<file path="src/rtl/io_bus_router_if.sv">
// ---------------------------------------------------------------------------
// io_bus_router_if.sv
//
// Bus interfaces used by io_bus_router.
//
//   io_cpu_if : CPU memory-stage side of the router.
//       m_req    master -> router   access request, held until m_ready
//       m_we     master -> router   1 = write, 0 = read
//       m_addr   master -> router   access address
//       m_wdata  master -> router   write data
//       m_be     master -> router   byte enables
//       m_ready  router -> master   router can accept a request
//       m_done   router -> master   one-cycle completion pulse
//       m_rdata  router -> master   read data, valid with m_done
//       m_err    router -> master   bus error, valid with m_done
//
//   io_dev_if : device side of the router, one channel per slave.
//       s_sel    router -> slaves   one-hot slave select
//       s_we     router -> slaves   registered write flag
//       s_addr   router -> slaves   registered address
//       s_wdata  router -> slaves   registered write data
//       s_be     router -> slaves   registered byte enables
//       s_ack    slaves -> router   per-slave acknowledge
//       s_rdata  slaves -> router   per-slave read data, slice i = slave i
//
// In both interfaces the 'master' modport is the side that starts the
// transfer (CPU for io_cpu_if, router for io_dev_if) and 'slave' is the
// side that answers it.
// ---------------------------------------------------------------------------

interface io_cpu_if #(
    parameter int ADDR_W = 32,
    parameter int DATA_W = 32
);
    logic                  m_req;
    logic                  m_we;
    logic [ADDR_W-1:0]     m_addr;
    logic [DATA_W-1:0]     m_wdata;
    logic [DATA_W/8-1:0]   m_be;
    logic                  m_ready;
    logic                  m_done;
    logic [DATA_W-1:0]     m_rdata;
    logic                  m_err;

    modport master (
        output m_req, m_we, m_addr, m_wdata, m_be,
        input  m_ready, m_done, m_rdata, m_err
    );

    modport slave (
        input  m_req, m_we, m_addr, m_wdata, m_be,
        output m_ready, m_done, m_rdata, m_err
    );
endinterface

interface io_dev_if #(
    parameter int ADDR_W = 32,
    parameter int DATA_W = 32,
    parameter int N_SLV  = 3
);
    logic [N_SLV-1:0]        s_sel;
    logic                    s_we;
    logic [ADDR_W-1:0]       s_addr;
    logic [DATA_W-1:0]       s_wdata;
    logic [DATA_W/8-1:0]     s_be;
    logic [N_SLV-1:0]        s_ack;
    logic [N_SLV*DATA_W-1:0] s_rdata;

    modport master (
        output s_sel, s_we, s_addr, s_wdata, s_be,
        input  s_ack, s_rdata
    );

    modport slave (
        input  s_sel, s_we, s_addr, s_wdata, s_be,
        output s_ack, s_rdata
    );
endinterface

</file>
<file path="src/rtl/io_bus_router.sv">
// ---------------------------------------------------------------------------
// io_bus_router.sv
//
// Routes CPU memory-stage accesses to one of N_SLV slave channels. Each
// access is decoded against per-slave base/mask windows (lowest matching
// index wins, DEFAULT_SLV catches misses unless it equals N_SLV), the
// request is registered, and a request/acknowledge handshake with wait
// states runs on the selected channel. A decode miss or a slave that does
// not acknowledge within TIMEOUT wait cycles ends the access with a bus
// error, and the faulting address is kept in err_addr for software.
//
// Ports:
//   clk       in   system clock, rising edge
//   rst_n     in   asynchronous active-low reset
//   cpu       io_cpu_if.slave   CPU request/response bus
//   dev       io_dev_if.master  slave select / data / acknowledge bus
//   busy      out  access in flight (ACCESS or RESP)
//   err_addr  out  address of the most recent errored access
//
// The ADDR_W/DATA_W/N_SLV parameters must match those of the connected
// interface instances.
// ---------------------------------------------------------------------------

module io_bus_router #(
    parameter int                      ADDR_W      = 32,
    parameter int                      DATA_W      = 32,
    parameter int                      N_SLV       = 3,
    parameter logic [N_SLV*ADDR_W-1:0] SLV_BASE    = {32'h0000_0000, 32'hFFFF_F000, 32'hFFFF_F060},
    parameter logic [N_SLV*ADDR_W-1:0] SLV_MASK    = {32'h0000_0000, 32'hFFFF_F0E0, 32'hFFFF_F0E0},
    parameter int                      DEFAULT_SLV = 0,
    parameter int                      TIMEOUT     = 15
) (
    input  logic              clk,
    input  logic              rst_n,
    io_cpu_if.slave           cpu,
    io_dev_if.master          dev,
    output logic              busy,
    output logic [ADDR_W-1:0] err_addr
);

    localparam int BE_W  = DATA_W / 8;
    localparam int IDX_W = (N_SLV > 1) ? $clog2(N_SLV) : 1;
    localparam int CNT_W = 8;

    typedef enum logic [1:0] {
        ST_IDLE,
        ST_ACCESS,
        ST_RESP
    } state_t;

    state_t              state_q;
    state_t              state_d;

    // m_ready is held low through reset and for the cycle in which reset is
    // released; it rises only after the first clock edge that sees rst_n=1.
    logic                ready_q;

    logic                req_we;
    logic [ADDR_W-1:0]   req_addr;
    logic [DATA_W-1:0]   req_wdata;
    logic [BE_W-1:0]     req_be;
    logic [IDX_W-1:0]    req_idx;

    logic [CNT_W-1:0]    wait_cnt;
    logic                resp_err;
    logic [DATA_W-1:0]   resp_rdata;
    logic [ADDR_W-1:0]   err_addr_q;

    logic                dec_hit;
    logic [IDX_W-1:0]    dec_idx;
    logic [N_SLV-1:0]    sel_onehot;
    logic                sel_ack;
    logic [DATA_W-1:0]   ack_rdata;
    logic                accept;
    logic                timeout_hit;

    // Address decode of the live request. The loop walks from the highest
    // index down so that the last assignment, and therefore the winner, is
    // the lowest matching slave. The default slave only applies when no
    // window matched and DEFAULT_SLV names a real channel.
    always_comb begin
        dec_hit = 1'b0;
        dec_idx = '0;
        for (int i = N_SLV - 1; i >= 0; i--) begin
            if ((cpu.m_addr & SLV_MASK[i*ADDR_W +: ADDR_W]) ==
                (SLV_BASE[i*ADDR_W +: ADDR_W] & SLV_MASK[i*ADDR_W +: ADDR_W])) begin
                dec_hit = 1'b1;
                dec_idx = IDX_W'(i);
            end
        end
        if (!dec_hit && (DEFAULT_SLV < N_SLV)) begin
            dec_hit = 1'b1;
            dec_idx = IDX_W'(DEFAULT_SLV);
        end
    end

    // Per-channel view of the registered slave index: the one-hot select,
    // the acknowledge of the selected channel only (acks from any other
    // channel are ignored), and the read data slice that belongs to it.
    always_comb begin
        sel_onehot = '0;
        ack_rdata  = '0;
        for (int i = 0; i < N_SLV; i++) begin
            if (req_idx == IDX_W'(i)) begin
                sel_onehot[i] = 1'b1;
                ack_rdata     = dev.s_rdata[i*DATA_W +: DATA_W];
            end
        end
        sel_ack = |(dev.s_ack & sel_onehot);
    end

    // A request is taken only while m_ready is high. The timeout fires in
    // the ACCESS cycle whose counter equals TIMEOUT, i.e. after TIMEOUT
    // wait cycles; an ack seen in that same cycle still completes normally.
    assign accept      = (state_q == ST_IDLE) && ready_q && cpu.m_req;
    assign timeout_hit = (wait_cnt == CNT_W'(TIMEOUT));

    // State register. Reset is asynchronous so an access in flight is
    // dropped at once, including the slave select derived from the state.
    always_ff @(posedge clk or negedge rst_n) begin
        if (!rst_n) begin
            state_q <= ST_IDLE;
            ready_q <= 1'b0;
        end else begin
            state_q <= state_d;
            ready_q <= 1'b1;
        end
    end

    // Next-state logic. A miss skips ACCESS and goes straight to the error
    // response; RESP always lasts exactly one cycle.
    always_comb begin
        state_d = state_q;
        case (state_q)
            ST_IDLE: begin
                if (accept) begin
                    state_d = dec_hit ? ST_ACCESS : ST_RESP;
                end
            end
            ST_ACCESS: begin
                if (sel_ack || timeout_hit) begin
                    state_d = ST_RESP;
                end
            end
            ST_RESP: begin
                state_d = ST_IDLE;
            end
            default: begin
                state_d = ST_IDLE;
            end
        endcase
    end

    // Request capture, wait counter and response registers. The request is
    // copied once at acceptance so the slave-side buses stay stable for the
    // whole access even if the master changes its outputs. The response is
    // prepared on the edge that enters RESP, and err_addr is loaded with
    // the registered address on every errored entry to RESP.
    always_ff @(posedge clk or negedge rst_n) begin
        if (!rst_n) begin
            req_we     <= 1'b0;
            req_addr   <= '0;
            req_wdata  <= '0;
            req_be     <= '0;
            req_idx    <= '0;
            wait_cnt   <= '0;
            resp_err   <= 1'b0;
            resp_rdata <= '0;
            err_addr_q <= '0;
        end else begin
            case (state_q)
                ST_IDLE: begin
                    if (accept) begin
                        req_we    <= cpu.m_we;
                        req_addr  <= cpu.m_addr;
                        req_wdata <= cpu.m_wdata;
                        req_be    <= cpu.m_be;
                        req_idx   <= dec_idx;
                        wait_cnt  <= '0;
                        if (!dec_hit) begin
                            resp_err   <= 1'b1;
                            resp_rdata <= '0;
                            err_addr_q <= cpu.m_addr;
                        end
                    end
                end
                ST_ACCESS: begin
                    if (sel_ack) begin
                        resp_err   <= 1'b0;
                        resp_rdata <= req_we ? '0 : ack_rdata;
                    end else if (timeout_hit) begin
                        resp_err   <= 1'b1;
                        resp_rdata <= '0;
                        err_addr_q <= req_addr;
                    end else begin
                        wait_cnt <= wait_cnt + CNT_W'(1);
                    end
                end
                default: begin
                end
            endcase
        end
    end

    // Outputs decoded from the registered state. Response fields are
    // forced to zero outside RESP so the master never sees stale data.
    always_comb begin
        cpu.m_ready = (state_q == ST_IDLE) && ready_q;
        cpu.m_done  = (state_q == ST_RESP);
        cpu.m_err   = (state_q == ST_RESP) && resp_err;
        cpu.m_rdata = (state_q == ST_RESP) ? resp_rdata : '0;
        busy        = (state_q != ST_IDLE);
        dev.s_sel   = (state_q == ST_ACCESS) ? sel_onehot : '0;
    end

    assign dev.s_we    = req_we;
    assign dev.s_addr  = req_addr;
    assign dev.s_wdata = req_wdata;
    assign dev.s_be    = req_be;
    assign err_addr    = err_addr_q;

endmodule
</file>
<file path="src/flat_wrapper.sv">
// flat-port wrapper written by rule: the top's interface ports become plain ports
module io_bus_router_flat 
#(
    parameter int                      ADDR_W      = 32,
    parameter int                      DATA_W      = 32,
    parameter int                      N_SLV       = 3,
    parameter logic [N_SLV*ADDR_W-1:0] SLV_BASE    = {32'h0000_0000, 32'hFFFF_F000, 32'hFFFF_F060},
    parameter logic [N_SLV*ADDR_W-1:0] SLV_MASK    = {32'h0000_0000, 32'hFFFF_F0E0, 32'hFFFF_F0E0},
    parameter int                      DEFAULT_SLV = 0,
    parameter int                      TIMEOUT     = 15
)
  (clk, rst_n, busy, err_addr, cpu_m_req, cpu_m_we, cpu_m_addr, cpu_m_wdata, cpu_m_be, cpu_m_ready, cpu_m_done, cpu_m_rdata, cpu_m_err, dev_s_sel, dev_s_we, dev_s_addr, dev_s_wdata, dev_s_be, dev_s_ack, dev_s_rdata);
  io_cpu_if #(.ADDR_W(ADDR_W), .DATA_W(DATA_W)) cpu_i ();
  io_dev_if #(.ADDR_W(ADDR_W), .DATA_W(DATA_W), .N_SLV(N_SLV)) dev_i ();
  input  logic clk;
  input  logic rst_n;
  output logic busy;
  output logic [ADDR_W-1:0] err_addr;
  input wire logic [$bits(cpu_i.m_req)-1:0] cpu_m_req;
  input wire logic [$bits(cpu_i.m_we)-1:0] cpu_m_we;
  input wire logic [$bits(cpu_i.m_addr)-1:0] cpu_m_addr;
  input wire logic [$bits(cpu_i.m_wdata)-1:0] cpu_m_wdata;
  input wire logic [$bits(cpu_i.m_be)-1:0] cpu_m_be;
  output wire logic [$bits(cpu_i.m_ready)-1:0] cpu_m_ready;
  output wire logic [$bits(cpu_i.m_done)-1:0] cpu_m_done;
  output wire logic [$bits(cpu_i.m_rdata)-1:0] cpu_m_rdata;
  output wire logic [$bits(cpu_i.m_err)-1:0] cpu_m_err;
  output wire logic [$bits(dev_i.s_sel)-1:0] dev_s_sel;
  output wire logic [$bits(dev_i.s_we)-1:0] dev_s_we;
  output wire logic [$bits(dev_i.s_addr)-1:0] dev_s_addr;
  output wire logic [$bits(dev_i.s_wdata)-1:0] dev_s_wdata;
  output wire logic [$bits(dev_i.s_be)-1:0] dev_s_be;
  input wire logic [$bits(dev_i.s_ack)-1:0] dev_s_ack;
  input wire logic [$bits(dev_i.s_rdata)-1:0] dev_s_rdata;
  assign cpu_i.m_req = cpu_m_req;
  assign cpu_i.m_we = cpu_m_we;
  assign cpu_i.m_addr = cpu_m_addr;
  assign cpu_i.m_wdata = cpu_m_wdata;
  assign cpu_i.m_be = cpu_m_be;
  assign cpu_m_ready = cpu_i.m_ready;
  assign cpu_m_done = cpu_i.m_done;
  assign cpu_m_rdata = cpu_i.m_rdata;
  assign cpu_m_err = cpu_i.m_err;
  assign dev_s_sel = dev_i.s_sel;
  assign dev_s_we = dev_i.s_we;
  assign dev_s_addr = dev_i.s_addr;
  assign dev_s_wdata = dev_i.s_wdata;
  assign dev_s_be = dev_i.s_be;
  assign dev_i.s_ack = dev_s_ack;
  assign dev_i.s_rdata = dev_s_rdata;
  io_bus_router #(.ADDR_W(ADDR_W), .DATA_W(DATA_W), .N_SLV(N_SLV), .SLV_BASE(SLV_BASE), .SLV_MASK(SLV_MASK), .DEFAULT_SLV(DEFAULT_SLV), .TIMEOUT(TIMEOUT)) u_core (.clk(clk), .rst_n(rst_n), .cpu(cpu_i), .dev(dev_i), .busy(busy), .err_addr(err_addr));
endmodule
</file>
<file path="config.mk">
export PLATFORM = sky130hd
export DESIGN_NAME = io_bus_router_flat
export DESIGN_NICKNAME = d
export VERILOG_FILES = /design/src/rtl/io_bus_router_if.sv /design/src/rtl/io_bus_router.sv /design/src/flat_wrapper.sv
export SDC_FILE = /design/constraint.sdc
export NUM_CORES = 1
export LEC_CHECK = 0
export CAP_MARGIN = 20
export CORE_UTILIZATION = 42
export DETAILED_ROUTE_END_ITERATION = 12
export GPL_TIMING_DRIVEN = 0
export PLACE_DENSITY = 0.91
export SLEW_MARGIN = 15
export SYNTH_ARGS = -nofsm -noshare
export SYNTH_HDL_FRONTEND = slang
export SYNTH_SLANG_ARGS = --single-unit
</file>
<file path="constraint.sdc">
create_clock -name clk -period 2.45 [get_ports clk]
set_input_delay 0.49 -clock clk [delete_from_list [all_inputs] [get_ports clk]]
set_output_delay 0.49 -clock clk [all_outputs]
set_load 0.005 [all_outputs]
</file>
==> results.yml, run 1 <==
status:
  run_status: "complete, but fails checks"
  violations: "negative setup slack"
route:
  vias: 6185
  antenna_left: 0
  routed_wl_um: 21400
  drt_iter0_drc: 350
  viasPerCell: 5.04
  first_pass_iters: 5
  drcViolationCount: 0
  wire_per_inst_um: 17.4
floorplanning:
  core_area_um2: 15400
  chipHeight_um: 128
  start_util_pct: 43.5
  die_area_um2: 16500
  io_pins: 311
  rows: 45
  fp.dieW_um: 128
synthesis:
  ys_types: 44
  syn_inst: 661
  ys_seq_area_share_pct: 54.8
  synthTopCellsByArea: "dfrtp_1 (55%), nand2_1 (14%), mux2_4 (6.7%), mux2i_1 (4.9%), a22o_1 (4.2%)"
  synth_top_flop_cell: "dfrtp_1"
  yosysMostFrequentCell: "nand2_1"
  synth_seq_cells: 147
  ys_warn_count: 0
  synth_top_area_share_pct: 54.8
  syn_avg_cell_area_um2: 10.2
  async_flop_share_pct: 100
  syn-num-nets: 833
  synth_edf_count: 0
  synthesis.area_um2: 6720
  synth_top_area_cell: "dfrtp_1"
  synthTopCellsByCount: "nand2_1 (247), dfrtp_1 (147), and2_1 (35), mux2i_1 (33), o21ai_0 (33)"
critical_path:
  regToRegSetupSlack_ps: 130
  cp.arrival_ps: 2010
  path_buf_inv: 2
  crit_path_end_kind: "output port"
  crit_chain: "nor2b_4, clkbuf_8, and2_1, clkdlybuf4s50_1"
  worstSetupPathType: "reg -> out"
  startpoint_type: "flip-flop"
  cp_max_fo: 5
  r2r-start: "u_core.state_q[0]"
  worstPathRequired_ps: 1960
  cp_slowest_cell: "clkdlybuf4s50_1"
  r2r_end: "u_core.req_idx[0]"
  cpLargestDelayFamily: "buffers and inverters"
  worstRegToRegCells: 5
  max_stage_delay_ps: 540
finish:
  fillCellCount: 1138
  multiInputGateArea_um2: 2820
  diodes: 0
  num-nets-final: 1176
  fin_cells: 1228
  area_growth_syn_to_layout_pct: 62.6
  layout-drive-gt1-share_pct: 10.4
  regArea_um2: 3680
clocking:
  ctsHoldBuffers: 0
  cts_tree: "done"
  clk_pin_slew_ps: 70
  htree_levels: 4
  cts_buffers: 17
  cts_buffer_depth: 2
  clkSinkCount: 147
  cts_root_buf: "clkbuf_16"
  insertion_delay_ps: 420
global_route:
  grt_pass1_vias: 6278
  grt_pass1_wl_um: 32700
  grt.total_usage_pct: 26.2
  grt_overflow: 0
  antenna_found_initial: 0
  grt_max_degree: 82
power_and_ir_drop:
  irDropWorstVdd_uv: 712
  pwr_density_cell_nw_per_um2: 838
  power_mw: 9.15
  p_leak_nw: 5.22
sta:
  hold_violations: 0
  fin_crit_sh_pct: 102
  slew_headroom_pct: 51.2
  clock.fmax_mhz: 400
  final-setup-viol-count: 9
  period_needed_ps: 2500
  slew_viol_final: 0
  finClkSkew_ps: 9.08
  rsz0062_at_grt: "true"
  worst_pin_slew_ps: 732
  setup_slack_ps: -48.1
min_path:
  min_path_type: "in -> async"
run:
  cap_violations: 0
placed_design:
  port_buffers: 310
  dp.cells: 1183
  place.detailed.hpwl_um: 15300
  place_congestion: 0.808
==> final cells by class <==
| type | count | area share [%] |
|---|---|---|
| Buffer | 39 | 2.53 |
| Clock buffer | 19 | 4.15 |
| Clock inverter | 13 | 1.57 |
| Inverter | 5 | 0.172 |
| Multi-Input combinational cell | 469 | 25.8 |
| Sequential cell | 147 | 33.7 |
| Tap cell | 211 | 2.42 |
| Timing Repair Buffer | 325 | 29.6 |
==> layer usage <==
metal	GRT usage, %	up-vias	routed length (um)
met1	30.2	2992	8330
met2	45.6	266	10900
met4	10.4	0	589
li1	-	2883	-
met3	7.78	44	1600
met5	0	-	0
==> worst max path at each step <==
stage	from	to	slack, ps	cells past startpoint
detailed placement	dev_s_ack[0]	u_core.resp_rdata[18]	-90	6
CTS	u_core.state_q[1]	cpu_m_rdata[25]	-20	4
global route	u_core.state_q[0]	cpu_m_rdata[25]	-90	4
floorplan	u_core.wait_cnt[5]	u_core.err_addr[0]	450	5
finish	u_core.state_q[0]	cpu_m_rdata[25]	-50	4
global placement	rst_n	u_core.resp_rdata[18]	-4900	1
==> cells in the final DEF (no fill, tap or decap), types with 6 or more instances in the layout <==
master	count
a22o_1	32
a31oi_1	6
and2_1	35
buf_4	13
clkbuf_1	24
clkbuf_16	17
clkbuf_8	9
clkdlybuf4s50_1	286
dfrtp_1	145
dlygate4sd2_1	20
mux2_4	30
mux2i_1	33
nand2_1	247
o21ai_0	33
==> sequential cells by signal, indices dropped and copies added, names as in the netlist <==
register            count
u_core.dev.s_addr      32
u_core.dev.s_wdata     32
u_core.err_addr        32
u_core.resp_rdata      32
u_core.wait_cnt         8
u_core.dev.s_be         4
u_core.req_idx          2
u_core.state_q          2
u_core.dev.s_we         1
u_core.ready_q          1
u_core.resp_err         1
==> worst register-to-register path, delay by kind of cell, from the launching register on <==
family                 cells  cell delay (ps)
AO/OA/AOI/OAI              1              180
buffers and inverters      2              950
flip-flops                 1              450
AND/OR/NAND/NOR            2              580
==> per-stage QoR <==
step	utilization (%)	TNS, ps	setup slack, ps	cell area, um^2	hold WS (ps)
2_1_floorplan	-	0	451	6720	194
4_1_cts	70.4	-59.7	-16.5	10900	19.8
3_5_place_dp	65.6	-5210	-92.5	10100	462
6_report	70.8	-165	-48.1	10900	12.7
5_1_grt	70.8	-688	-85.4	10900	38.6
3_3_place_gp	65.4	-722190	-4900	10100	457
==> power by group <==
| group | internal (mW) | switching, mW | total, mW |
|---|---|---|---|
| clock network | 1.67 | 1.06 | 2.74 |
| logic | 1.67 | 0.998 | 2.67 |
| registers | 3.22 | 0.527 | 3.75 |
| total | 6.56 | 2.59 | 9.15 |
==> logic make-up (layout without fill, tap and decap cells) <==
family                   after synthesis  after routing  share of synthesized area [%]
flip-flops                           147            147                           54.8
adder cells (fa/ha/maj)                1              1                          0.186
buffers and inverters                 46            401                           3.76
XOR/XNOR                               2              2                          0.261
multiplexers                          66             66                           12.2
AND/OR/NAND/NOR                      309            310                           19.4
AO/OA/AOI/OAI                         89             89                           9.43
other                                  1              1                         0.0558
==> timing repair <==
| action | in CTS | in global routing |
|---|---|---|
| setup buffers | 10 | 2 |
| gates cloned | 3 | 0 |
| endpoints found under the setup margin | 37 | 49 |
| resized for setup | 39 | 14 |
| pin swaps | 0 | 0 |
Power figures use the tool's default switching activity.
==> inputs of run 2 (changes only) <==
Settings changed: CAP_MARGIN 20 to default, SKIP_LAST_GASP from default to 1.
==> run 2 against run 1 <==
The run now ends clean. Worst setup slack gained 89 ps. Hold slack got worse by 7.6 ps. Count of clock-buffer cells in the layout stayed put. Register-to-register slack hardly changed. Clock skew grew 1.8 ps. Cell count unchanged. Sequential power barely moved. Total power increased by 0.13%. Flip-flop and latch count is the same. Largest cell class unchanged. Largest power group unchanged. Highest routed layer unchanged.
==> results.yml, run 2 (synthesis gave the netlist of run 1 again) <==
sta:
  hold_violations: 0
  slew_headroom_pct: 51.2
  period_needed_ps: 2410
  worst_pin_slew_ps: 731
  fin_crit_sh_pct: 98.3
  slew_viol_final: 0
  final-setup-viol-count: 0
  rsz0062_at_grt: "true"
  finalSetupTns_ps: 0
  finClkSkew_ps: 10.9
  clock.fmax_mhz: 415
  setup_slack_ps: 41.0
placed_design:
  pre_cts_ws_ps: -92.5
  place.detailed.hpwl_um: 15300
  place_congestion: 0.808
  port_buffers: 310
clocking:
  htree_levels: 4
  insertion_delay_ps: 420
  cts_root_buf: "clkbuf_16"
  cts_buffers: 17
  clk_pin_slew_ps: 70
  cts_tree: "done"
  cts_buffer_depth: 2
  clkSinkCount: 147
finish:
  layout_commonest_cell: "clkdlybuf4s50_1"
  diodes: 0
  final_cell_mix: "clkdlybuf4s50_1 (292), nand2_1 (247), dfrtp_1 (145), and2_1 (35)"
  fillCellCount: 1132
  area_growth_syn_to_layout_pct: 62.9
  multiInputGateArea_um2: 2810
  num-nets-final: 1176
  regArea_um2: 3680
  layout-drive-gt1-share_pct: 10.2
global_route:
  grt_max_degree: 82
  antenna_found_initial: 0
  grt_pass1_vias: 6253
  grt_pass1_wl_um: 32600
  grt_overflow: 0
  grt.total_usage_pct: 26.1
critical_path:
  crit_path_end_kind: "output port"
  cp_max_fo: 5
  worstSetupPathType: "reg -> out"
  max_stage_delay_ps: 550
  cp.arrival_ps: 1920
  cpLargestDelayFamily: "buffers and inverters"
  worstPathRequired_ps: 1960
  startpoint_type: "flip-flop"
  cp_slowest_cell: "clkdlybuf4s50_1"
  crit_chain: "buf_4, nand2b_2, nor3_1, clkdlybuf4s50_1"
  path_buf_inv: 2
route:
  antenna_left: 0
  routed_wl_um: 21300
  first_pass_iters: 5
  drt_iter0_drc: 401
  vias: 6180
  viasPerCell: 5.03
  drcViolationCount: 0
  wire_per_inst_um: 17.4
status:
  run_status: "completed"
power_and_ir_drop:
  p_leak_nw: 5.25
  power_mw: 9.17
  irDropWorstVdd_uv: 719
  pwr_density_cell_nw_per_um2: 838
floorplanning:
  fp.dieW_um: 128
  rows: 45
  chipHeight_um: 128
  core_area_um2: 15400
  io_pins: 311
  die_area_um2: 16500
  start_util_pct: 43.5
min_path:
  min_path_type: "in -> async"
run:
  cap_violations: 0
-- run 2: cell count changes in the layout (fill, tap and decap cells not counted) --
cell / change
dlymetal6s2s_1: +4
buf_8: +1
nor3_2: -2
clkbuf_8: -3
buf_6: +2
buf_4: -1
dlygate4sd2_1: -10
clkdlybuf4s50_1: +6
buf_12: +1
nor3_1: +2
-- run 2: final timing paths --
path,startpoint,to,slack [ps],cells past startpoint
hold reg to reg,u_core.dev.s_be[2],u_core.dev.s_be[2],480,2
setup reg to reg,u_core.state_q[0],u_core.req_idx[0],140,5
hold / removal,rst_n,u_core.err_addr[26],5,1
max in group asynchronous,rst_n,u_core.state_q[1],1670,2
min in group clk,u_core.dev.s_be[2],u_core.dev.s_be[2],480,2
setup / recovery,u_core.state_q[1],dev_s_sel[0],40,4
-- run 2: final cells by class --
cell class	instances	area share [%]
buffer	39	2.52
multi-input combinational	469	25.7
sequential	147	33.6
clock inverter	13	1.57
clock buffer	19	4.14
tap	211	2.41
inverter	5	0.172
timing repair buffer	325	29.9
-- run 2: power breakdown --
part | switching [mW] | total [mW] | internal [mW]
Clock | 1.06 | 2.74 | 1.67
Sequential | 0.528 | 3.75 | 3.22
Combinational | 1.00 | 2.68 | 1.68
Total | 2.59 | 9.17 | 6.57
-- run 2: what timing repair did --
action | 4_1_cts | 5_1_grt
buffers inserted | 10 | 2
cloned | 3 | 0
endpoints found under the setup margin | 37 | 56
resized for setup | 28 | 19
hold buffers | 0 | 0
-- run 2: per-stage QoR --
stage,std cells,hold WS (ps),util (%),area (um^2)
2_1_floorplan,661,194,-,6720
3_3_place_gp,1182,457,65.4,10100
3_5_place_dp,1183,462,65.6,10100
4_1_cts,1226,19.8,70.5,10900
5_1_grt,1228,35.6,70.9,10900
6_report,1228,5.09,70.9,10900
-- run 2: layer usage --
metal  up-vias  share of wire [%]  global-route usage, %  routed length (um)
li1       2886                  -                      -                   -
met4         0                2.8                   10.2                 605
met2       277                 51                   45.7               10800
met3        43                7.9                   7.86                1680
met5         -                  0                      0                   0
met1      2974                 39                   30.0                8240
==> inputs of run 3 (changes only) <==
Settings changed: PLACE_DENSITY 0.91 to 0.77.
==> run 3 against run 2 <==
The run now ends with negative setup slack left. First-iteration DRC count down 29%. Critical path type unchanged. Register-to-register slack worse by 30 ps. Critical path depth unchanged. Maximum frequency down 2.1%. Critical endpoint is now cpu_m_rdata[10]. Via count down 4.3%. Sequential share of layout area up 0.19 points. Global-route usage down 1.2 points. Non-clock buffer count down 4. Total power down 3.0%. Die area unchanged. Worst setup slack worse by 51 ps.
==> results.yml, run 3 (synthesis gave the netlist of run 1 again) <==
status:
  run_status: "complete, but fails checks"
  violations: "negative setup slack"
power_and_ir_drop:
  irDropWorstVdd_uv: 580
  pwr_density_cell_nw_per_um2: 818
  p_leak_nw: 5.25
  power_mw: 8.90
floorplanning:
  start_util_pct: 43.5
  core_area_um2: 15400
  chipHeight_um: 128
  io_pins: 311
  die_area_um2: 16500
  rows: 45
  fp.dieW_um: 128
clocking:
  cts_buffer_depth: 2
  cts_tree: "done"
  insertion_delay_ps: 410
  clk_pin_slew_ps: 60
  htree_levels: 4
  clkSinkCount: 147
  cts_root_buf: "clkbuf_16"
  cts_buffers: 17
critical_path:
  crit_path_start: "u_core.state_q[0]"
  crit_chain: "nor2b_4, clkbuf_8, and2_1, clkdlybuf4s50_1"
  crit_path_end_kind: "output port"
  cp_slowest_cell: "clkdlybuf4s50_1"
  max_stage_delay_ps: 510
  cp_max_fo: 10
  worstRegToRegCells: 8
  worstPathRequired_ps: 1960
  cp.arrival_ps: 1970
  worstSetupPathType: "reg -> out"
  regToRegSetupSlack_ps: 110
  r2r_end: "u_core.resp_rdata[0]"
  startpoint_type: "flip-flop"
  r2r-start: "u_core.req_idx[0]"
  critPathCapture: "cpu_m_rdata[10]"
finish:
  layout_commonest_cell: "clkdlybuf4s50_1"
  area_growth_syn_to_layout_pct: 61.9
  diodes: 0
  final_util_pct: 70.5
  fin_cells: 1221
  num-nets-final: 1171
  final_cell_mix: "clkdlybuf4s50_1 (296), nand2_1 (247), dfrtp_1 (146), and2_1 (35)"
  layout-drive-gt1-share_pct: 9.70
global_route:
  grtUsageMet2_pct: 43.8
  grtUsageMet3_pct: 6.65
  grt_pass1_wl_um: 31200
  grt.busiest_layer: "met2"
  grt_max_degree: 79
  grt_overflow: 0
  grt_pass1_vias: 5959
  grt_use_met1_pct: 29.6
  antenna_found_initial: 0
  grt.total_usage_pct: 25.0
run:
  cap_violations: 0
sta:
  clock.fmax_mhz: 407
  rsz0062_at_grt: "true"
  final-setup-viol-count: 2
  hold_violations: 0
  setup_slack_ps: -9.60
  fin_crit_sh_pct: 100
  finalSetupTns_ps: -9.78
  worst_pin_slew_ps: 711
  period_needed_ps: 2460
  slew_viol_final: 0
  finClkSkew_ps: 11.1
  slew_headroom_pct: 52.6
min_path:
  min_path_type: "in -> async"
placed_design:
  place.detailed.hpwl_um: 15100
  place_congestion: 0.837
  port_buffers: 310
  dp.cells: 1183
route:
  antenna_left: 0
  first_pass_iters: 5
  wire_per_inst_um: 16.7
  viasPerCell: 4.84
  routed_wl_um: 20400
  drcViolationCount: 0
  drt_iter0_drc: 286
  vias: 5914
-- run 3: repair_timing --
action                     CTS  global route
buffers inserted             5             4
hold endpoints to repair     0             0
gates cloned                 0             1
resized for setup           16            23
setup endpoints to repair   37            82
hold buffers                 0             0
-- run 3: cell type report --
class / count / area (um^2)
Buffer: 39 / 268
Clock buffer: 19 / 443
Clock inverter: 11 / 130
Fill cell: 1214 / 4550
Inverter: 5 / 18.8
Multi-Input combinational cell: 468 / 2800
Sequential cell: 147 / 3680
Tap cell: 211 / 264
Timing Repair Buffer: 321 / 3270
-- run 3: routing by layer --
metal,part of all wire (%),wire length [um]
met1,40,8210
met2,51,10300
met3,7.0,1430
met4,1.9,386
met5,0,0
-- run 3: stage by stage --
stage               cell area (um^2)  hold WS, ps  worst slack, ps
finish                         10900         19.9            -9.60
global route                   10900         61.4            -49.7
global placement               10100          457            -5000
floorplan                       6720          194              451
CTS                            10800         35.8            -8.47
detailed placement             10100          462            -79.0
-- run 3: worst max-delay path: cells and delay by family, from the launching register on --
family / cells / cell delay, ps
buf+inv: 2 / 720
flops: 1 / 440
simple gates: 2 / 400
-- run 3: worst min path at each step --
stage | end | slack (ps)
after floorplan | u_core.dev.s_addr[0] | 190
after global placement | u_core.dev.s_wdata[1] | 460
after detailed placement | u_core.dev.s_wdata[16] | 460
after CTS | u_core.dev.s_addr[29] | 40
after global routing | u_core.dev.s_addr[29] | 60
final | u_core.dev.s_wdata[0] | 20
-- run 3: where the power goes --
| part | leakage [nW] | internal [mW] | switching (mW) | total, mW |
|---|---|---|---|---|
| Clock | 0.268 | 1.52 | 1.01 | 2.53 |
| Combinational | 3.08 | 1.67 | 0.965 | 2.64 |
| Sequential | 1.90 | 3.22 | 0.505 | 3.73 |
| Total | 5.25 | 6.41 | 2.48 | 8.90 |
